==> config.mk <==
export PLATFORM = sky130hd
export DESIGN_NAME = esc_ping_timer
export DESIGN_NICKNAME = d
export VERILOG_FILES = /design/src/rtl/esc_ping_pkg.sv /design/src/rtl/esc_ping_lfsr.sv /design/src/rtl/esc_ping_timer.sv
export SDC_FILE = /design/constraint.sdc
export NUM_CORES = 1
export LEC_CHECK = 0
export ABC_AREA = 1
export CELL_PAD_IN_SITES_DETAIL_PLACEMENT = 1
export CELL_PAD_IN_SITES_GLOBAL_PLACEMENT = 2
export CORE_MARGIN = 3
export CORE_UTILIZATION = 36
export DETAILED_ROUTE_END_ITERATION = 10
export PLACE_DENSITY = 0.88
export SLEW_MARGIN = 40
export SYNTH_ARGS = -nofsm -noshare
export SYNTH_HDL_FRONTEND = slang
export SYNTH_SLANG_ARGS = --single-unit
==> constraint.sdc <==
create_clock -name clk_i -period 3.3 [get_ports clk_i]
set_input_delay 0.33 -clock clk_i [delete_from_list [all_inputs] [get_ports clk_i]]
set_output_delay 0.33 -clock clk_i [all_outputs]
set_load 0.005 [all_outputs]
==> src/rtl/esc_ping_pkg.sv <==
// Shared types and constants for the escalation ping scheduler.
package esc_ping_pkg;

  typedef enum logic [1:0] {
    StIdle = 2'd0,
    StWait = 2'd1,
    StPing = 2'd2
  } state_e;

  localparam logic [15:0] LfsrPoly        = 16'hB400;
  localparam logic [15:0] LfsrDefaultSeed = 16'hACE1;

endpackage

==> src/rtl/esc_ping_lfsr.sv <==
// 16-bit Galois LFSR; advances once per enabled cycle and never locks at zero.
module esc_ping_lfsr
  import esc_ping_pkg::*;
#(
  parameter logic [15:0] Seed = LfsrDefaultSeed
) (
  input  logic        clk_i,
  input  logic        rst_ni,
  input  logic        en_i,
  output logic [15:0] state_o
);

  logic [15:0] lfsr_q;
  logic [15:0] lfsr_d;

  // next-state: shift right, fold polynomial in when the dropped bit is set
  always_comb begin
    lfsr_d = lfsr_q;
    if (en_i) begin
      lfsr_d = {1'b0, lfsr_q[15:1]} ^ (lfsr_q[0] ? LfsrPoly : 16'h0000);
    end else begin
      lfsr_d = lfsr_q;
    end
  end

  // state register
  always_ff @(posedge clk_i or negedge rst_ni) begin
    if (!rst_ni) begin
      lfsr_q <= Seed;
    end else begin
      lfsr_q <= lfsr_d;
    end
  end

  assign state_o = lfsr_q;

endmodule

==> src/rtl/esc_ping_timer.sv <==
// Round-robin ping scheduler: random wait, one-hot ping, acknowledge or timeout.
module esc_ping_timer
  import esc_ping_pkg::*;
#(
  parameter int unsigned NumTargets = 4,
  parameter int unsigned TimeoutW   = 16,
  parameter int unsigned WaitW      = 16,
  parameter int unsigned MinWait    = 8,
  parameter int unsigned RandWaitW  = 4,
  parameter logic [15:0] LfsrSeed   = LfsrDefaultSeed,
  localparam int unsigned IdxW      = $clog2(NumTargets)
) (
  input  logic                  clk_i,
  input  logic                  rst_ni,
  input  logic                  en_i,
  input  logic                  wait_rand_en_i,
  input  logic [TimeoutW-1:0]   timeout_cyc_i,
  output logic [NumTargets-1:0] ping_req_o,
  input  logic [NumTargets-1:0] ping_ok_i,
  output logic                  ping_fail_o,
  output logic [IdxW-1:0]       fail_idx_o,
  output logic                  spurious_o,
  output logic                  busy_o
);

  function automatic logic [NumTargets-1:0] onehot(input logic [IdxW-1:0] idx);
    logic [NumTargets-1:0] vec;
    vec      = '0;
    vec[idx] = 1'b1;
    return vec;
  endfunction

  state_e                state_q, state_d;
  logic [IdxW-1:0]       idx_q, idx_d, idx_next, fail_idx_q, fail_idx_d;
  logic [WaitW-1:0]      cnt_q, cnt_d, wait_len;
  logic [TimeoutW-1:0]   tmo_q, tmo_d, tmo_last;
  logic [NumTargets-1:0] req_q, req_d, active_vec;
  logic                  busy_q, fail_q, fail_d, spur_q, spur_d;
  logic [15:0]           lfsr_state;
  logic                  unused_lfsr_bits;

  esc_ping_lfsr #(
    .Seed (LfsrSeed)
  ) u_lfsr (
    .clk_i   (clk_i),
    .rst_ni  (rst_ni),
    .en_i    (en_i),
    .state_o (lfsr_state)
  );

  assign unused_lfsr_bits = ^lfsr_state[15:RandWaitW];

  // wait length, timeout limit (0 behaves as 1) and wrapped index
  always_comb begin
    wait_len = WaitW'(MinWait);
    if (wait_rand_en_i) begin
      wait_len = WaitW'(MinWait) + WaitW'(lfsr_state[RandWaitW-1:0]);
    end else begin
      wait_len = WaitW'(MinWait);
    end
    tmo_last = '0;
    if (timeout_cyc_i == '0) begin
      tmo_last = '0;
    end else begin
      tmo_last = timeout_cyc_i - TimeoutW'(1);
    end
    idx_next = '0;
    if (idx_q == IdxW'(NumTargets - 1)) begin
      idx_next = '0;
    end else begin
      idx_next = idx_q + IdxW'(1);
    end
  end

  // FSM next state, counters and registered-output inputs
  always_comb begin
    state_d    = state_q;
    idx_d      = idx_q;
    cnt_d      = cnt_q;
    tmo_d      = tmo_q;
    fail_d     = 1'b0;
    fail_idx_d = fail_idx_q;
    if (!en_i) begin
      state_d = StIdle;
    end else begin
      case (state_q)
        StIdle: begin
          cnt_d   = wait_len;
          state_d = StWait;
        end
        StWait: begin
          if (cnt_q == '0) begin
            state_d = StPing;
            tmo_d   = '0;
          end else begin
            cnt_d = cnt_q - WaitW'(1);
          end
        end
        StPing: begin
          if (ping_ok_i[idx_q]) begin
            idx_d   = idx_next;
            cnt_d   = wait_len;
            state_d = StWait;
          end else if (tmo_q == tmo_last) begin
            fail_d     = 1'b1;
            fail_idx_d = idx_q;
            idx_d      = idx_next;
            cnt_d      = wait_len;
            state_d    = StWait;
          end else begin
            tmo_d = tmo_q + TimeoutW'(1);
          end
        end
        default: begin
          state_d = StIdle;
        end
      endcase
    end

    active_vec = '0;
    if (state_q == StPing) begin
      active_vec = onehot(idx_q);
    end else begin
      active_vec = '0;
    end
    spur_d = |(ping_ok_i & ~active_vec);

    req_d = '0;
    if (state_d == StPing) begin
      req_d = onehot(idx_d);
    end else begin
      req_d = '0;
    end
  end

  // state, counters and output registers
  always_ff @(posedge clk_i or negedge rst_ni) begin
    if (!rst_ni) begin
      state_q    <= StIdle;
      idx_q      <= '0;
      cnt_q      <= '0;
      tmo_q      <= '0;
      req_q      <= '0;
      busy_q     <= 1'b0;
      fail_q     <= 1'b0;
      fail_idx_q <= '0;
      spur_q     <= 1'b0;
    end else begin
      state_q    <= state_d;
      idx_q      <= idx_d;
      cnt_q      <= cnt_d;
      tmo_q      <= tmo_d;
      req_q      <= req_d;
      busy_q     <= (state_d == StPing);
      fail_q     <= fail_d;
      fail_idx_q <= fail_idx_d;
      spur_q     <= spur_d;
    end
  end

  assign ping_req_o  = req_q;
  assign busy_o      = busy_q;
  assign ping_fail_o = fail_q;
  assign fail_idx_o  = fail_idx_q;
  assign spurious_o  = spur_q;

endmodule
Yosys cells after proc, flatten, opt, wreduce, memory -nomap -nowiden:

Index checks and enable logic that the tools add are counted.

* flip-flop bits (word level): 61
* bits of input ports: 24
* word-level logic and storage cells: 77

* add/sub/neg operators: 5
* order comparisons: 4
* equal/unequal tests: 10
* multiplexer cells: 33
* bitwise operators: 4
* reductions and logical operators: 11

Operators with widths (count)
* two-way mux 16 bit: 8
* case mux 16 bit (3 select lines): 1
* logical NOT 16 bit: 2
* case mux 16 bit (2 select lines): 1
* subtractor 16 x 1 -> 16 bit (second input constant): 2
* two-way mux 2 bit: 9
* adder 16 x 1 -> 16 bit (second input constant): 1
* == test 16 bit: 1
* XOR 15 x 16 -> 16 bit: 1
* two-way mux 4 bit: 2
* inequality test 2 bit (second input constant): 4
* AND reduction 4 bit: 2
* two-way mux 1 bit: 7
* == test 2 bit (second input constant): 3
* < comparator 2 x 3 -> 1 bit (second input constant): 2
* case mux 2 bit (3 select lines): 1
* adder 4 x 4 -> 5 bit (first input constant): 1
* two-way mux 5 bit: 1
* AND reduction 5 bit: 1
* bitwise AND 4 bit: 1
* demux 1 bit (select 2 bit): 2
* >= comparator 2 x 1 -> 1 bit (second input constant): 2
* inverter 4 bit: 1
* OR reduction 4 bit: 1
* 9 further kinds: 10

Logic depth before layout (Yosys ltp):

* depth in word-level cells: 12
* mapped depth: 19
* depth with buffers taken out: 18

Modules after synthesis:

From an unflattened synthesis, not the netlist that was laid out.

* cell total of the unflattened synthesis: 596
* area, all modules: 4212.8 um^2

By module, submodules not included
* esc_ping_timer: instances 1, cells each 522, area an instance 3540.9 um^2, sequential area each 1126.1 um^2
* esc_ping_lfsr: instances 1, cells each 74, area an instance 671.9 um^2, sequential area each 410.4 um^2

Least setup slack after synthesis:

OpenSTA, ideal clock, no wires.

* path type: input port to flip-flop
* from: in timeout_cyc_i[0]
* to: reg tmo_q[2]
* setup time: 0.119 ns
* data arrival time: 2.105 ns
* setup slack: 1.076 ns
* stages: 17
* path buffers: 2
* cells stage by stage: inv_1 ha_1 nand2_2 nor2_4 nand2_4 buf_6 nand2_1 nand2_1 nand2_1 nand3_1 nor2_1 nand3_2 o21bai_4 nand2_4 buf_6 nand2_1 o21ai_2

* longest elaborated chain between the ends: 5
* elaborated cells between the ends (all ways): 6

RTL lines
* from (decl): line esc_ping_timer.sv:17 `input logic [TimeoutW-1:0] timeout_cyc_i,`
* subtractor 16 x 1 -> 16 bit or logical NOT 16 bit (tied branches): line esc_ping_timer.sv:65, esc_ping_timer.sv:62
* two-way mux 16 bit (*): line esc_ping_timer.sv:62 `if (timeout_cyc_i == '0) begin`
* == test 16 bit (*): line esc_ping_timer.sv:104 `end else if (tmo_q == tmo_last) begin`
* inequality test 2 bit (no source line) (*)
* AND reduction 5 bit (no source line) (*)
* to (signal assigned): line esc_ping_timer.sv:152 `tmo_q <= tmo_d;`
* to (decl): line esc_ping_timer.sv:36 `logic [TimeoutW-1:0] tmo_q, tmo_d, tmo_last;`

Every way passes the cells marked *; elsewhere a longest branch is shown, timed or not.
A chain may end at the register's enable or synchronous reset.

Worst setup path after layout:

* from: in timeout_cyc_i[0]
* to: reg req_q[3], in the netlist ping_req_o[3]

* longest elaborated chain between the ends: 12
* elaborated cells between the ends (all ways): 19

RTL lines
* subtractor 16 x 1 -> 16 bit or logical NOT 16 bit (tied branches): line esc_ping_timer.sv:65, esc_ping_timer.sv:62
* two-way mux 16 bit (*): line esc_ping_timer.sv:62
* == test 16 bit (*): line esc_ping_timer.sv:104
* two-way mux 2 bit: line esc_ping_timer.sv:104
* two-way mux 2 bit: line esc_ping_timer.sv:100 `if (ping_ok_i[idx_q]) begin`
* two-way mux 2 bit: line esc_ping_timer.sv:86 `case (state_q)`
* two-way mux 2 bit: line esc_ping_timer.sv:83 `if (!en_i) begin`
* < comparator 2 x 3 -> 1 bit (not written as such) or >= comparator 2 x 1 -> 1 bit (tied branches): line esc_ping_timer.sv:29 `vec[idx] = 1'b1;`
* logical AND 1 bit (not written as such): line esc_ping_timer.sv:29
* two-way mux 1 bit (not written as such): line esc_ping_timer.sv:29
* demux 1 bit (select 2 bit): line esc_ping_timer.sv:29
* two-way mux 4 bit (*): line esc_ping_timer.sv:129 `if (state_d == StPing) begin`
* via req_d[3]: line esc_ping_timer.sv:37 `logic [NumTargets-1:0] req_q, req_d, active_vec;`
* to (signal assigned): line esc_ping_timer.sv:153 `req_q <= req_d;`
* to (decl): line esc_ping_timer.sv:37

The timed path passes the listed nets; every way through them passes the cells marked *.

==> out/qor.yml <==
die_h_um: 114
yosysTopAreaCell: "dfrtp_1"
required_ns: 3.52
cts_made_buffers: 9
ys.flop_type: "dfrtp_1"
vias_per_cell: 5.02
drt_iter0_markers: 178
die_w_um: 114
crit_slowest_cell: "clkdlybuf4s50_1"
dieArea_mm2: 0.0131
ys_types: 35
setup-tns-final_ns: 0
multiInputGateArea_mm2: 0.00235
grt_pass1_wl_um: 19800
p_leak_nw: 2.26
critical_path_arrival_ns: 3.07
grt_max_degree: 45
postSynthAreaPerCell_um2: 7.06
cts.sinks: 61
cp-start-kind: "input pin"
routedWlPerCell_um: 14.7
seq_area_mm2: 0.00154
cts_tree: "done"
syn_inst: 600
status: "complete, no violations"
overflow: 0
antenna_found_initial: 0
power.density_mw_per_mm2: 716
synthArstFlopShare: 1.00
start_util: 0.379
vias: 3903
cts_root_buffer: "clkbuf_16"
skew_ns: 0.00717
r2r_start: "state_q[1]"
worstPathCellList: "clkdlybuf4s50_1, inv_1, ha_1, nand2_2, nor2_4, nand2_4, nand2_1, nand2_1, nand2_1, nand3_1, nor2_1, nand3_2, o21bai_4, nand2_4, nand3_1, nor2_1"
hpwl_um: 8810
crit_family: "simple AND/OR/NAND/NOR gates"
rsz0062_at_grt: "no"
synth.cell_area_mm2: 0.00423
r2r-end: "ping_req_o[3]"
hold_viol: 0
antenna_cells: 0
cp_max_fo: 36
peakVddDrop_uv: 379
fin_crit_ns: 2.85
grt_pass1_vias: 4022
htree_levels: 3
areaGrowthSynthToFinish_pct: 16.8
detail-route-antenna-nets: 0
seq_area_frac_synth: 0.363
crit_type: "in2reg"
synth_top_area_frac: 0.313
drcViolationCount: 0
clock_path_buffers: 2
power_mw: 3.54
yosysMostFrequentCell: "nand2_1"
path_common_cell: "nand2_1"
coreArea_mm2: 0.0112
rrSetupSlack_ns: 0.84
fmax_mhz: 351
end_kind: "flip-flop"
cts_resized: 0
synth-edff-count: 0
track_usage: 0.188
finalNetCount: 664
synth_area_leaders: "dfrtp_1 31%, nand2_1 16%, nor2_1 7.4%"
reg2regPathDepth: 9
hold_path.class: "in2async"
max_slew.worst_pin.slew_ns: 0.660
crit_buf_inv: 2
rows: 38
cp_slowest_stage_delay_ns: 0.40
drt_pass1_iterations: 4
num-fill-cells: 1428
finalSetupViolCount: 0
post_cts_buffers: 0
ios: 33
clk_latency_ns: 0.34
maxCapViolCount: 0
routabilityCongestion: 0.819
io_buffers: 32
wl_um: 11400
clk_pin_slew_worst_paths_ns: 0.05
finalCritPeriodShare: 0.864
syn-num-nets: 631
drive_gt1_frac: 0.102
ys_top_cells_by_count: "184 x nand2_1, 84 x nor2_1, 55 x inv_1"
max_slew_margin: 0.556
drv_slew: 0
hold_buffers: 0
ys_ff_latch: 61
yosys_warnings: 0
kinds of logic after synthesis:
logic type | after synthesis | share of synthesized area
AND/OR/NAND/NOR | 374 | 0.387
flip-flops | 61 | 0.363
AO/OA/AOI/OAI | 54 | 0.0854
adder cells (fa/ha/maj) | 7 | 0.0207
XOR/XNOR | 30 | 0.0621
buffers and inverters | 74 | 0.0819
area by class of cell:
cell class	count	area share
Timing Repair Buffer	37	0.0719
Clock buffer	11	0.0491
Inverter	59	0.0450
Multi-Input combinational cell	465	0.475
Tap cell	140	0.0354
Clock inverter	5	0.0124
Sequential cell	61	0.311
stage by stage:
step / instances / hold slack (ns) / utilization / cell area [um^2] / worst slack (ns)
after floorplan: 600 / 0.0344 / - / 4230 / 1.08
after global placement: 762 / 0.451 / 0.415 / 4640 / 0.251
after detailed placement: 762 / 0.380 / 0.415 / 4640 / 0.0824
after CTS: 778 / 0.0210 / 0.443 / 4940 / 0.424
after global routing: 778 / 0.0487 / 0.443 / 4940 / 0.168
final: 778 / 0.0117 / 0.443 / 4940 / 0.448
sequential cells by signal (all words and copies together), names as in the netlist:
name and count:
busy_o 1, idx_q 2, ping_req_o 4, ping_fail_o 1, u_lfsr.state_o 16, state_q 2, tmo_q 16, fail_idx_o 2
spurious_o 1, cnt_q 16
layout by cell type, fill, tap and decap left out, drive strengths merged, types with 2 or more instances in the layout:
cell type,count
nand4,15
a21oi,3
nand3,57
ha,7
xor2,24
xnor2,6
clkdlybuf4s50,31
buf,6
o21ai,44
nor3,11
nand2,192
clkbuf,11
clkinv,5
dfstp,8
nor3b,2
nand3b,2
inv,55
nor4,3
o21bai,3
clkinvlp,3
dfrtp,53
nor2,90
how the worst max path moves through the flow:
stage	to	start	slack [ns]	depth (start not counted)
after global placement	ping_req_o[2]	timeout_cyc_i[0]	0.25	15
final	ping_req_o[3]	timeout_cyc_i[0]	0.45	16
after floorplan	tmo_q[2]	timeout_cyc_i[0]	1.08	17
after CTS	ping_req_o[3]	timeout_cyc_i[0]	0.42	16
after detailed placement	ping_req_o[3]	timeout_cyc_i[0]	0.08	16
after global routing	ping_req_o[3]	timeout_cyc_i[0]	0.17	16
routing by layer:
metal	routed length (um)	GRT usage	share of wire	up-vias
li1	-	-	-	1984
met1	5650	0.258	0.49	1863
met2	5370	0.302	0.47	43
met3	273	0.0381	0.024	13
met4	134	0.0483	0.012	0
met5	0	0	0	-
report_power, final:
part | switching (mW) | internal [mW] | leakage (nW)
Sequential | 0.244 | 1.01 | 0.782
Combinational | 0.821 | 0.507 | 1.34
Clock | 0.353 | 0.606 | 0.138
Total | 1.42 | 2.12 | 2.26
Note: power is estimated with default switching activity, not from simulation.
